==> src/rtl/cpu_pkg.sv <==
`default_nettype none
// ============================================================================
// Module      : cpu_pkg
// Description : Shared CPU definitions: datapath widths, ALU operation codes
//               and operand forward-select codes.
// Revision    : 1.0 - initial release
// ============================================================================
package cpu_pkg;

  localparam int DATA_W = 32;
  localparam int REG_AW = 5;

  localparam logic [3:0] ALU_ADD  = 4'h0;
  localparam logic [3:0] ALU_SUB  = 4'h1;
  localparam logic [3:0] ALU_AND  = 4'h2;
  localparam logic [3:0] ALU_OR   = 4'h3;
  localparam logic [3:0] ALU_XOR  = 4'h4;
  localparam logic [3:0] ALU_NOR  = 4'h5;
  localparam logic [3:0] ALU_SLT  = 4'h6;
  localparam logic [3:0] ALU_SLL  = 4'h7;
  localparam logic [3:0] ALU_SRL  = 4'h8;
  localparam logic [3:0] ALU_SRA  = 4'h9;
  localparam logic [3:0] ALU_XNOR = 4'hA;

  typedef enum logic [1:0] {
    FWD_REG = 2'b00,
    FWD_W   = 2'b01,
    FWD_M   = 2'b10
  } fwd_sel_e;

endpackage
`default_nettype wire

==> src/rtl/ex_fwd_sel.sv <==
`default_nettype none
// ============================================================================
// Module      : ex_fwd_sel
// Description : Forward select for one EX operand. Compares the operand's
//               source index against the MEM and WB destinations and picks
//               MEM result, WB result or the register-file value (MEM wins).
//               Register 0 is never forwarded.
//               Build macro EX_FWD_EN enables forwarding; without it the
//               register value always passes through.
// Ports       : src_idx/reg_data   - operand index and register-file value
//               m_idx/m_we/m_data  - MEM-stage destination, enable, result
//               w_idx/w_we/w_data  - WB-stage destination, enable, result
//               fwd_data           - selected operand
// Revision    : 1.0 - initial release
// ============================================================================
module ex_fwd_sel
  import cpu_pkg::fwd_sel_e, cpu_pkg::FWD_REG, cpu_pkg::FWD_W, cpu_pkg::FWD_M;
#(
  parameter int DATA_W = cpu_pkg::DATA_W,
  parameter int REG_AW = cpu_pkg::REG_AW
) (
  input  logic [REG_AW-1:0] src_idx,
  input  logic [DATA_W-1:0] reg_data,
  input  logic [REG_AW-1:0] m_idx,
  input  logic              m_we,
  input  logic [DATA_W-1:0] m_data,
  input  logic [REG_AW-1:0] w_idx,
  input  logic              w_we,
  input  logic [DATA_W-1:0] w_data,
  output logic [DATA_W-1:0] fwd_data
);

`ifdef EX_FWD_EN
  fwd_sel_e w_sel;

  always_comb begin
    w_sel = FWD_REG;
    if (m_we && (m_idx != '0) && (m_idx == src_idx)) begin
      w_sel = FWD_M;
    end else if (w_we && (w_idx != '0) && (w_idx == src_idx)) begin
      w_sel = FWD_W;
    end
  end

  always_comb begin
    fwd_data = reg_data;
    case (w_sel)
      FWD_M:   fwd_data = m_data;
      FWD_W:   fwd_data = w_data;
      default: fwd_data = reg_data;
    endcase
  end
`else
  // Forwarding compiled out: the hazard unit stalls on every RAW dependence.
  logic w_unused_fwd;
  assign w_unused_fwd = ^{src_idx, m_idx, m_we, m_data, w_idx, w_we, w_data};
  assign fwd_data     = reg_data;
`endif

endmodule
`default_nettype wire

==> src/rtl/ex_operand_stage.sv <==
`default_nettype none
// ============================================================================
// Module      : ex_operand_stage
// Description : ID/EX pipeline register with EX-stage operand forwarding.
//               Feeds the ALU (ALUsel, Shamt, ALUIn1, ALUIn2) and carries
//               store data and write-back control towards EX/MEM.
//               Build macro EX_FWD_EN enables MEM/WB forwarding.
// Ports       : clk, rst (sync, active-high), StallE, FlushE
//               D-stage inputs  : RD1D, RD2D, SignImmD, RsD, RtD, WriteRegD,
//                                 ALUSelD, ShamtD, ALUSrcD, RegWriteD,
//                                 MemWriteD, MemtoRegD
//               Forward sources : ALUOutM, WriteRegM, RegWriteM,
//                                 ResultW, WriteRegW, RegWriteW
//               E-stage outputs : ALUsel, Shamt, ALUIn1, ALUIn2, WriteDataE,
//                                 WriteRegE, RsE, RtE, RegWriteE, MemWriteE,
//                                 MemtoRegE, ValidE
// Revision    : 1.0 - initial release
// ============================================================================
module ex_operand_stage
  import cpu_pkg::ALU_ADD;
#(
  parameter int DATA_W = cpu_pkg::DATA_W,
  parameter int REG_AW = cpu_pkg::REG_AW
) (
  input  logic              clk,
  input  logic              rst,
  input  logic              StallE,
  input  logic              FlushE,
  input  logic [DATA_W-1:0] RD1D,
  input  logic [DATA_W-1:0] RD2D,
  input  logic [DATA_W-1:0] SignImmD,
  input  logic [REG_AW-1:0] RsD,
  input  logic [REG_AW-1:0] RtD,
  input  logic [REG_AW-1:0] WriteRegD,
  input  logic [3:0]        ALUSelD,
  input  logic [4:0]        ShamtD,
  input  logic              ALUSrcD,
  input  logic              RegWriteD,
  input  logic              MemWriteD,
  input  logic              MemtoRegD,
  input  logic [DATA_W-1:0] ALUOutM,
  input  logic [REG_AW-1:0] WriteRegM,
  input  logic              RegWriteM,
  input  logic [DATA_W-1:0] ResultW,
  input  logic [REG_AW-1:0] WriteRegW,
  input  logic              RegWriteW,
  output logic [3:0]        ALUsel,
  output logic [4:0]        Shamt,
  output logic [DATA_W-1:0] ALUIn1,
  output logic [DATA_W-1:0] ALUIn2,
  output logic [DATA_W-1:0] WriteDataE,
  output logic [REG_AW-1:0] WriteRegE,
  output logic [REG_AW-1:0] RsE,
  output logic [REG_AW-1:0] RtE,
  output logic              RegWriteE,
  output logic              MemWriteE,
  output logic              MemtoRegE,
  output logic              ValidE
);

  logic [DATA_W-1:0] r_rd1;
  logic [DATA_W-1:0] r_rd2;
  logic [DATA_W-1:0] r_imm;
  logic [REG_AW-1:0] r_rs;
  logic [REG_AW-1:0] r_rt;
  logic [REG_AW-1:0] r_wreg;
  logic [3:0]        r_alusel;
  logic [4:0]        r_shamt;
  logic              r_alusrc;
  logic              r_regwrite;
  logic              r_memwrite;
  logic              r_memtoreg;
  logic              r_valid;

  logic [DATA_W-1:0] w_fwd_a;
  logic [DATA_W-1:0] w_fwd_b;

  // Reset and flush both produce the same all-zero canonical bubble;
  // either one overrides a stall.
  always_ff @(posedge clk) begin
    if (rst || FlushE) begin
      r_rd1      <= '0;
      r_rd2      <= '0;
      r_imm      <= '0;
      r_rs       <= '0;
      r_rt       <= '0;
      r_wreg     <= '0;
      r_alusel   <= ALU_ADD;
      r_shamt    <= '0;
      r_alusrc   <= 1'b0;
      r_regwrite <= 1'b0;
      r_memwrite <= 1'b0;
      r_memtoreg <= 1'b0;
      r_valid    <= 1'b0;
    end else if (!StallE) begin
      r_rd1      <= RD1D;
      r_rd2      <= RD2D;
      r_imm      <= SignImmD;
      r_rs       <= RsD;
      r_rt       <= RtD;
      r_wreg     <= WriteRegD;
      r_alusel   <= ALUSelD;
      r_shamt    <= ShamtD;
      r_alusrc   <= ALUSrcD;
      r_regwrite <= RegWriteD;
      r_memwrite <= MemWriteD;
      r_memtoreg <= MemtoRegD;
      r_valid    <= 1'b1;
    end
  end

  ex_fwd_sel #(.DATA_W(DATA_W), .REG_AW(REG_AW)) u_fwd_a (
    .src_idx  (r_rs),
    .reg_data (r_rd1),
    .m_idx    (WriteRegM),
    .m_we     (RegWriteM),
    .m_data   (ALUOutM),
    .w_idx    (WriteRegW),
    .w_we     (RegWriteW),
    .w_data   (ResultW),
    .fwd_data (w_fwd_a)
  );

  ex_fwd_sel #(.DATA_W(DATA_W), .REG_AW(REG_AW)) u_fwd_b (
    .src_idx  (r_rt),
    .reg_data (r_rd2),
    .m_idx    (WriteRegM),
    .m_we     (RegWriteM),
    .m_data   (ALUOutM),
    .w_idx    (WriteRegW),
    .w_we     (RegWriteW),
    .w_data   (ResultW),
    .fwd_data (w_fwd_b)
  );

  // Store data always takes the forwarded rt value, even when the ALU
  // itself is using the immediate.
  assign ALUIn1     = w_fwd_a;
  assign WriteDataE = w_fwd_b;
  assign ALUIn2     = r_alusrc ? r_imm : w_fwd_b;

  assign ALUsel     = r_alusel;
  assign Shamt      = r_shamt;
  assign WriteRegE  = r_wreg;
  assign RsE        = r_rs;
  assign RtE        = r_rt;
  assign RegWriteE  = r_regwrite;
  assign MemWriteE  = r_memwrite;
  assign MemtoRegE  = r_memtoreg;
  assign ValidE     = r_valid;

endmodule
`default_nettype wire

==> config.mk <==
export PLATFORM = sky130hd
export DESIGN_NAME = ex_operand_stage
export DESIGN_NICKNAME = d
export VERILOG_FILES = /design/src/rtl/cpu_pkg.sv /design/src/rtl/ex_fwd_sel.sv /design/src/rtl/ex_operand_stage.sv
export SDC_FILE = /design/constraint.sdc
export NUM_CORES = 1
export LEC_CHECK = 0
export ABC_AREA = 1
export CORE_ASPECT_RATIO = 1.1
export CORE_MARGIN = 2
export CORE_UTILIZATION = 35
export CTS_BUF_LIST = sky130_fd_sc_hd__clkbuf_8
export CTS_CLUSTER_SIZE = 8
export DETAILED_ROUTE_END_ITERATION = 10
export PLACE_DENSITY = 0.79
export SLEW_MARGIN = 25
export SYNTH_ARGS = -nofsm -noshare
export SYNTH_HDL_FRONTEND = slang
export SYNTH_SLANG_ARGS = --single-unit
==> constraint.sdc <==
create_clock -name clk -period 0.95 [get_ports clk]
set_clock_uncertainty 0.1 [all_clocks]
set_input_delay 0.095 -clock clk [delete_from_list [all_inputs] [get_ports clk]]
set_output_delay 0.095 -clock clk [all_outputs]
set_load 0.02 [all_outputs]
==> After elaboration in Yosys (flattened, before gate mapping) <==
Cells that the tools add are included.
{ "classes": {"muxes": 1, "reduce_logical": 1} }
{ "ops": {"columns": ["op", "n"], "rows": [
  ["32-bit 2-to-1 mux", 1],
  ["1-bit logical OR", 1]
]} }
{ "word_totals": {"register_bits": 125, "in_bits": 204} }

==> Depth between registers and ports, before layout <==
Gate-level depths: netlist (run 1).
{ "depth": {"word_depth": 1, "depth_mapped": 6} }

==> Modules after synthesis <==
Synthesis (run 1) repeated with hierarchy kept, for this count alone.
{ "hier_totals": {"hier_cells": 924, "hier_area_um2": 5856.9} }
{ "modules_own_cells": {"columns": ["module", "instances", "cells_each", "area_per_inst_um2"], "rows": [
  ["ex_operand_stage", 1, 860, 5376.4],
  ["ex_fwd_sel", 2, 32, 240.2]
]} }

==> Least setup slack after synthesis (run 1) <==
OpenSTA, ideal clock, no wires.
{ "synth_timing": {"kind": "reg2out", "start": "register r_alusrc", "end": "output port ALUIn2[20]", "arrival_ns": 1.111, "required_time_ns": 0.755, "path_slack_ns": -0.356, "stages_incl_launch_ff": 4, "n_path_buf": 2, "cell_sequence": "dfxtp_1 > buf_2 > clkbuf_1 > o21ai_0"} }
{ "synth_via": {"elab_chain_len": 1} }
{ "synth_lines": {"columns": ["element", "line", "rtl"], "rows": [
  ["start: declaration", "ex_operand_stage.sv:69", "logic r_alusrc;"],
  ["start signal: assignment", "ex_operand_stage.sv:104", "r_alusrc <= ALUSrcD;"],
  ["32-bit 2-to-1 mux", "ex_operand_stage.sv:140", "assign ALUIn2 = r_alusrc ? r_imm : w_fwd_b;"],
  ["end: declaration", "ex_operand_stage.sv:50", "output logic [DATA_W-1:0] ALUIn2,"]
]} }
No other way between the ends.

==> Final worst setup path (run 1) <==
{ "layout_timing": {"start": "register r_alusrc", "end": "output port ALUIn2[24]"} }
Same word-level chain as after synthesis.

==> out/summary.txt, run 1 <==
top cell type's share of synthesized area: 46.6%
Synth cell types: 11
synthesized flop and latch total: 125
DP HPWL: 11.9 mm
Final Critical Period: 1.72 ns
Synth area leaders: dfxtp_1 (47%), nand2_1 (20%), nor2_1 (17%), inv_1 (8.7%), o21ai_0 (3.0%)
syn_nets: 1064
most frequent cells in the layout: nand2_1 (262), nor2_1 (246), buf_6 (138)
worst-path maximum fanout: 8
Seq/Total Area, Yosys: 46.6%
Iter 0 DRT Violations: 260
critical path data arrival time: 1.52 ns
Placer Congestion: 0.781
M2 GR Usage: 36.9%
Post-Syn Area: 5380 sq um
clock sinks: 125
most common cell after layout, fill and taps aside: nand2_1
PortBufs: 251
Final Hold Viols: 0
final setup fails: 126
Layout area overhead: 88.5%
switching share of power: 27.1%
fmax: 0.582 GHz
CTS root buffer: clkbuf_8
Most Used Layer, Global Route: met2
Fillers: 1179
global route total overflow: 0
Die Height: 134 um
Final #Nets: 1369
Vias/cell: 4.36
crit path buf inv count: 4
Synth area leader: dfxtp_1
fin util: 67.3%
Slowest cell on crit path: dfxtp_4
share of power burned in the clock network: 39.3%
IO Pins: 328
drt pass-1 iters: 6
Die W: 122 um
Area after DPL: 8750 sq um
CP cell instances: buf_12, buf_16, buf_12, o21ai_4, buf_6
combinational power share: 20.2%
Post-Route WL: 18.7 mm
Setup crit start: r_alusrc
PnR worst setup slack: -0.769 ns
leakage: 4.86 nW
final instance area: 10100 sq um
DIE AREA: 16400 sq um
crit end category: primary output
RSZ-0062 raised after global routing: yes
CTS tree: yes
global-route wire length before repair: 27.2 mm
worst reg2reg path depth: 7
startpoint of the worst hold path: rst
max incr delay on CP: 0.39 ns
WP depth: 5
Initial Util: 35.7%
GRT Overall Usage: 21.4%
total number of vias: 5991
failing checks: negative setup slack
area of the multi-input gates: 2560 sq um
cells after synthesis: 860
Worst-path clk slew: 0.08 ns
Max VDD drop: 0.938 mV
Flop pwr share: 40.5%
M1 GR Usage: 22.0%
ANT nets after route: 0
Site Rows: 47
cell mode on critical path: buf_12
dpl ws: -0.681 ns
Worst Tran Pin Value: 0.234 ns
PwrDens: 1380 nW/um^2
post-synthesis average cell area: 6.25 sq um
max_cap viols: 0
ANT cells: 0
Tot Pwr: 14.0 mW
H-tree lvl count: 4
status: finished with violations
Clock Path Buffers: 2
core footprint: 15100 sq um
Hold/Removal Path Class: in2reg
met3 usage: 9.35%
Min-Delay Path Depth: 5
largest net degree at the start of global routing: 40
Worst setup SP type: flip-flop
initial antenna violation count: 0
number of global-route vias before repair: 5748
storage element area: 2620 sq um
Yosys warning count: 0
Slew HR: 84.4%
kind of critical path: reg2out
r2r startpoint: r_alusrc
Net Sw Power: 3.80 mW
Num CTS Buffers: 17
placed insts: 1316
family with the most delay on the worst path: buffers and inverters
Worst Path Required: 0.75 ns
WL per Instance: 13.6 um
Final Instance Count excl. Fillers: 1374
clock latency on the worst-skew pair: 0.44 ns
P_int: 10.2 mW
Slew Limit Fails: 0
DRC: 0
Final period util: 181%
share of cells above drive strength 1: 32.9%
## flip-flops by register name, summed over array words and instances, names as in the netlist, 4 cells and up
name / cells
RtE: 5
r_imm: 32
r_rd2: 32
RsE: 5
r_rd1: 32
ALUsel: 4
WriteRegE: 5
Shamt: 5
## power by group through the flow
| stage | combinational, mW | clock [mW] | sequential [mW] |
|---|---|---|---|
| 2_1_floorplan | 1.01 | 0 | 5.90 |
| 4_1_cts | 2.72 | 5.68 | 5.66 |
| 3_5_place_dp | 2.51 | 0 | 5.71 |
| 3_3_place_gp | 2.48 | 0 | 5.71 |
| 5_1_grt | 3.07 | 5.90 | 5.70 |
| 6_report | 2.83 | 5.51 | 5.67 |
## path summary, 6_finish.rpt
kind	slack, ns	end
hold reg to reg	0.38	ValidE
setup / recovery	-0.77	ALUIn2[24]
setup reg to reg	-0.25	r_alusrc
hold / removal	0.06	RtE[4]
## tightest hold or removal path, stage by stage
cell and delay [ns]:
dlymetal6s2s_1 0.12, nor2_4 0.08, clkbuf_16 0.16, nand2_1 0.07, nor2_1 0.03
## kinds of logic (layout without fill, tap and decap cells)
kind of cell	count (synthesis)	after routing	share of synthesized area [%]
AO/OA/AOI/OAI	33	33	3.12
buffers and inverters	173	491	13.2
AND/OR/NAND/NOR	529	529	37.1
flip-flops	125	125	46.6
## layout make-up
| type | count | share of cell area, % |
|---|---|---|
| repair buffers | 334 | 37.1 |
| flip-flops and latches | 125 | 25.9 |
| multi-input cells | 562 | 25.3 |
| inverters | 125 | 4.65 |
| well taps | 196 | 2.42 |
| clock inverters | 15 | 2.33 |
| clock buffers | 17 | 2.31 |
## what timing repair did
item,CTS,global route
pin swaps,4,6
resized for setup,851,32
endpoints found under the hold margin,4,0
setup endpoints to repair,125,150
cloned,4,6
buffers inserted,11,9
hold buffers,1,0
## through the flow
stage	hold slack, ns	TNS (ns)
CTS	0.0239	-41.68
floorplan	0.124	-1.88
detailed placement	0.355	-86.52
finish	0.0584	-36.87
global placement	0.348	-83.93
global route	0.0406	-44.72
## metal layers
layer  share of wire, %  vias to the layer above  routed length (um)
li1                   -                     3078                   -
met1                 37                     2657                6940
met2                 51                      217                9470
met3                9.3                       39                1730
met4                3.1                        0                 573
met5                  0                        -                   0
## cells in the mapped netlist (all sizes together)
master / count
buf: 42
dfxtp: 125
clkbuf: 6
nand2: 280
nor2: 249
o21ai: 32
inv: 125
o21a: 1
Note: power is estimated with default switching activity, not from simulation.
==> run 2, diff against run 1 <==
CORE_UTILIZATION = 36   (was 35)
SYNTH_HIERARCHICAL = 1   (was unset)
==> run 2 against run 1 <==
The run still ends with negative setup slack left. Design area is 1.1% higher. Synthesized area is 9.0% higher. Sequential power is essentially flat. Critical path type unchanged. Routed wire length decreased by 2.4%. Largest cell class unchanged. Fmax rose by 3.6%. Non-clock buffer count shrank 1. Sequential share of layout area grew 0.091 points.
==> out/summary.txt, run 2 <==
Slew HR: 83.2%
M1 GR Usage: 20.4%
Max VDD drop: 0.874 mV
Final Hold Viols: 0
crit end category: primary output
dpl ws: -0.712 ns
count leader, synth: nand2_1
DRC: 0
storage element area: 2660 sq um
Clock Path Buffers: 2
async set-reset flop share out of synthesis: 0%
Most Used Layer, Global Route: met2
switching share of power: 27.7%
r2r startpoint: r_alusrc
share of cells above drive strength 1: 34.9%
Iter 0 DRT Violations: 231
combinational power share: 21.7%
initial antenna violation count: 0
mux contribution to synthesized area: 0%
DIE AREA: 17300 sq um
Post-Synth Simple-Gate Area: 34.0%
global route total overflow: 0
GRT Overall Usage: 19.0%
P_int: 9.81 mW
cells after synthesis: 924
top cells by instance count after synthesis: nand2_1 (280), nor2_1 (248), dfxtp_1 (125)
Synth area leaders: dfxtp_1 (43%), nand2_1 (18%), nor2_1 (16%), buf_4 (9.1%), inv_1 (7.9%)
Vias/cell: 4.30
Fillers: 1232
Area after DPL: 8690 sq um
final instance area: 10200 sq um
H-tree lvl count: 4
Worst Tran Pin Value: 0.252 ns
critical path data arrival time: 1.46 ns
ANT nets after route: 0
status: finished with violations
Yosys warning count: 6
Die Height: 138 um
most common cell after layout, fill and taps aside: nand2_1
area of the multi-input gates: 2650 sq um
largest family of logic cells by synthesized area: simple AND/OR/NAND/NOR gates
Synth area leader: dfxtp_1
core footprint: 15800 sq um
worst-path maximum fanout: 7
Post-Syn Area: 5860 sq um
Worst-path clk slew: 0.07 ns
top flop regs: r_imm: 32 flops, r_rd1: 32 flops, r_rd2: 32 flops
ANT cells: 0
Synth cell types: 13
final setup fails: 130
PwrDens: 1320 nW/um^2
adder-cell share of the synthesized area: 0%
Final Instance Count excl. Fillers: 1377
Die W: 126 um
DP HPWL: 11.9 mm
total number of vias: 5925
failing checks: negative setup slack
number of global-route vias before repair: 5298
Worst setup SP type: flip-flop
count of flip-flops with a built-in enable after synthesis: 0
global-route wire length before repair: 25.9 mm
clock latency on the worst-skew pair: 0.42 ns
Placer Congestion: 0.800
PortBufs: 251
Net Sw Power: 3.76 mW
placed insts: 1314
CTS root buffer: clkbuf_8
Worst Path Required: 0.75 ns
kind of critical path: reg2out
leakage: 4.74 nW
final hold slack: 0.0747 ns
Initial Util: 37.1%
M2 GR Usage: 33.9%
Final period util: 175%
max_cap viols: 0
Hold/Removal Path Class: in2reg
r2r setup slk: -0.25 ns
largest net degree at the start of global routing: 57
most frequent cells in the layout: nand2_1 (247), nor2_1 (243), buf_6 (156)
fmax: 0.603 GHz
Seq/Total Area, Yosys: 42.7%
top cell type's share of synthesized area: 42.7%
startpoint of the worst hold path: StallE
Post-Route WL: 18.3 mm
syn_nets: 1128
drt pass-1 iters: 5
Num CTS Buffers: 17
CTS tree: yes
Post-Synth XOR/XNOR Area: 0%
Slew Limit Fails: 0
post-synthesis average cell area: 6.34 sq um
PnR worst setup slack: -0.709 ns
RSZ-0062 raised after global routing: yes
Layout area overhead: 75.0%
clock sinks: 125
Setup crit start: r_alusrc
Top FF cell, synth: dfxtp_1
Flop pwr share: 41.5%
post-synthesis compound-gate area fraction: 2.86%
WL per Instance: 13.3 um
Final #Nets: 1368
met3 usage: 7.22%
share of power burned in the clock network: 36.8%
Final Critical Period: 1.66 ns
IO Pins: 328
synthesized flop and latch total: 125
Site Rows: 48
## run 2: changes by cell type after synthesis
cell / before / now
o21ai_1: 0 / 8
buf_4: 7 / 71
inv_1: 125 / 124
clkbuf_1: 6 / 5
o21ai_0: 32 / 24
buf_2: 29 / 30
inv_2: 0 / 1
## run 2: worst paths after layout
check | to | depth (start not counted)
worst max-delay path | ALUIn2[4] | 5
worst min register to register | ValidE | 1
worst max register to register | r_alusrc | 7
worst min-delay path | r_rd2[1] | 4
## run 2: kinds of logic after synthesis
family / after synthesis
AND/OR/NAND/NOR: 529
flip-flops: 125
buffers and inverters: 237
AO/OA/AOI/OAI: 33
## run 2: critical path: stages (launching register included)
cell      delay, ns
dfxtp_2        0.35
clkinv_4       0.06
buf_12         0.16
buf_16         0.15
o21ai_2        0.18
buf_6          0.14
## run 2: power by group through the flow
stage	registers [mW]	clock network (mW)	logic (mW)
2_1_floorplan	5.73	0	1.35
3_3_place_gp	5.69	0	2.49
3_5_place_dp	5.70	0	2.52
4_1_cts	5.65	5.15	2.74
5_1_grt	5.66	5.38	3.18
6_report	5.64	4.99	2.94
## run 2: repair_timing
item | CTS | global route
gates resized for setup | 892 | 75
hold buffers | 1 | 0
endpoints found under the hold margin | 1 | 0
pin swaps | 9 | 15
cloned | 4 | 5
endpoints found under the setup margin | 125 | 186
buffers inserted | 9 | 14
## run 2: through the flow
stage | setup TNS (ns) | utilization, % | total power [mW]
after floorplan | -2.39 | - | 7.08
after global placement | -87.83 | 55.0 | 8.19
after detailed placement | -91.34 | 55.0 | 8.23
after CTS | -39.91 | 61.8 | 13.5
after global routing | -44.11 | 64.9 | 14.2
final | -35.33 | 64.9 | 13.6
## run 2: area by class of cell
type                    instances  area share (%)
clock inverters                13            1.59
multi-input cells             562            25.9
repair buffers                333            36.9
flip-flops and latches        125            26.0
inverters                     125            4.63
well taps                     200            2.44
clock buffers                  19            2.55
## run 2: metal layers
metal	vias up	part of all wire [%]
met5	-	0
met4	0	2.1
met3	27	8.1
met2	212	51
met1	2609	39
li1	3077	-
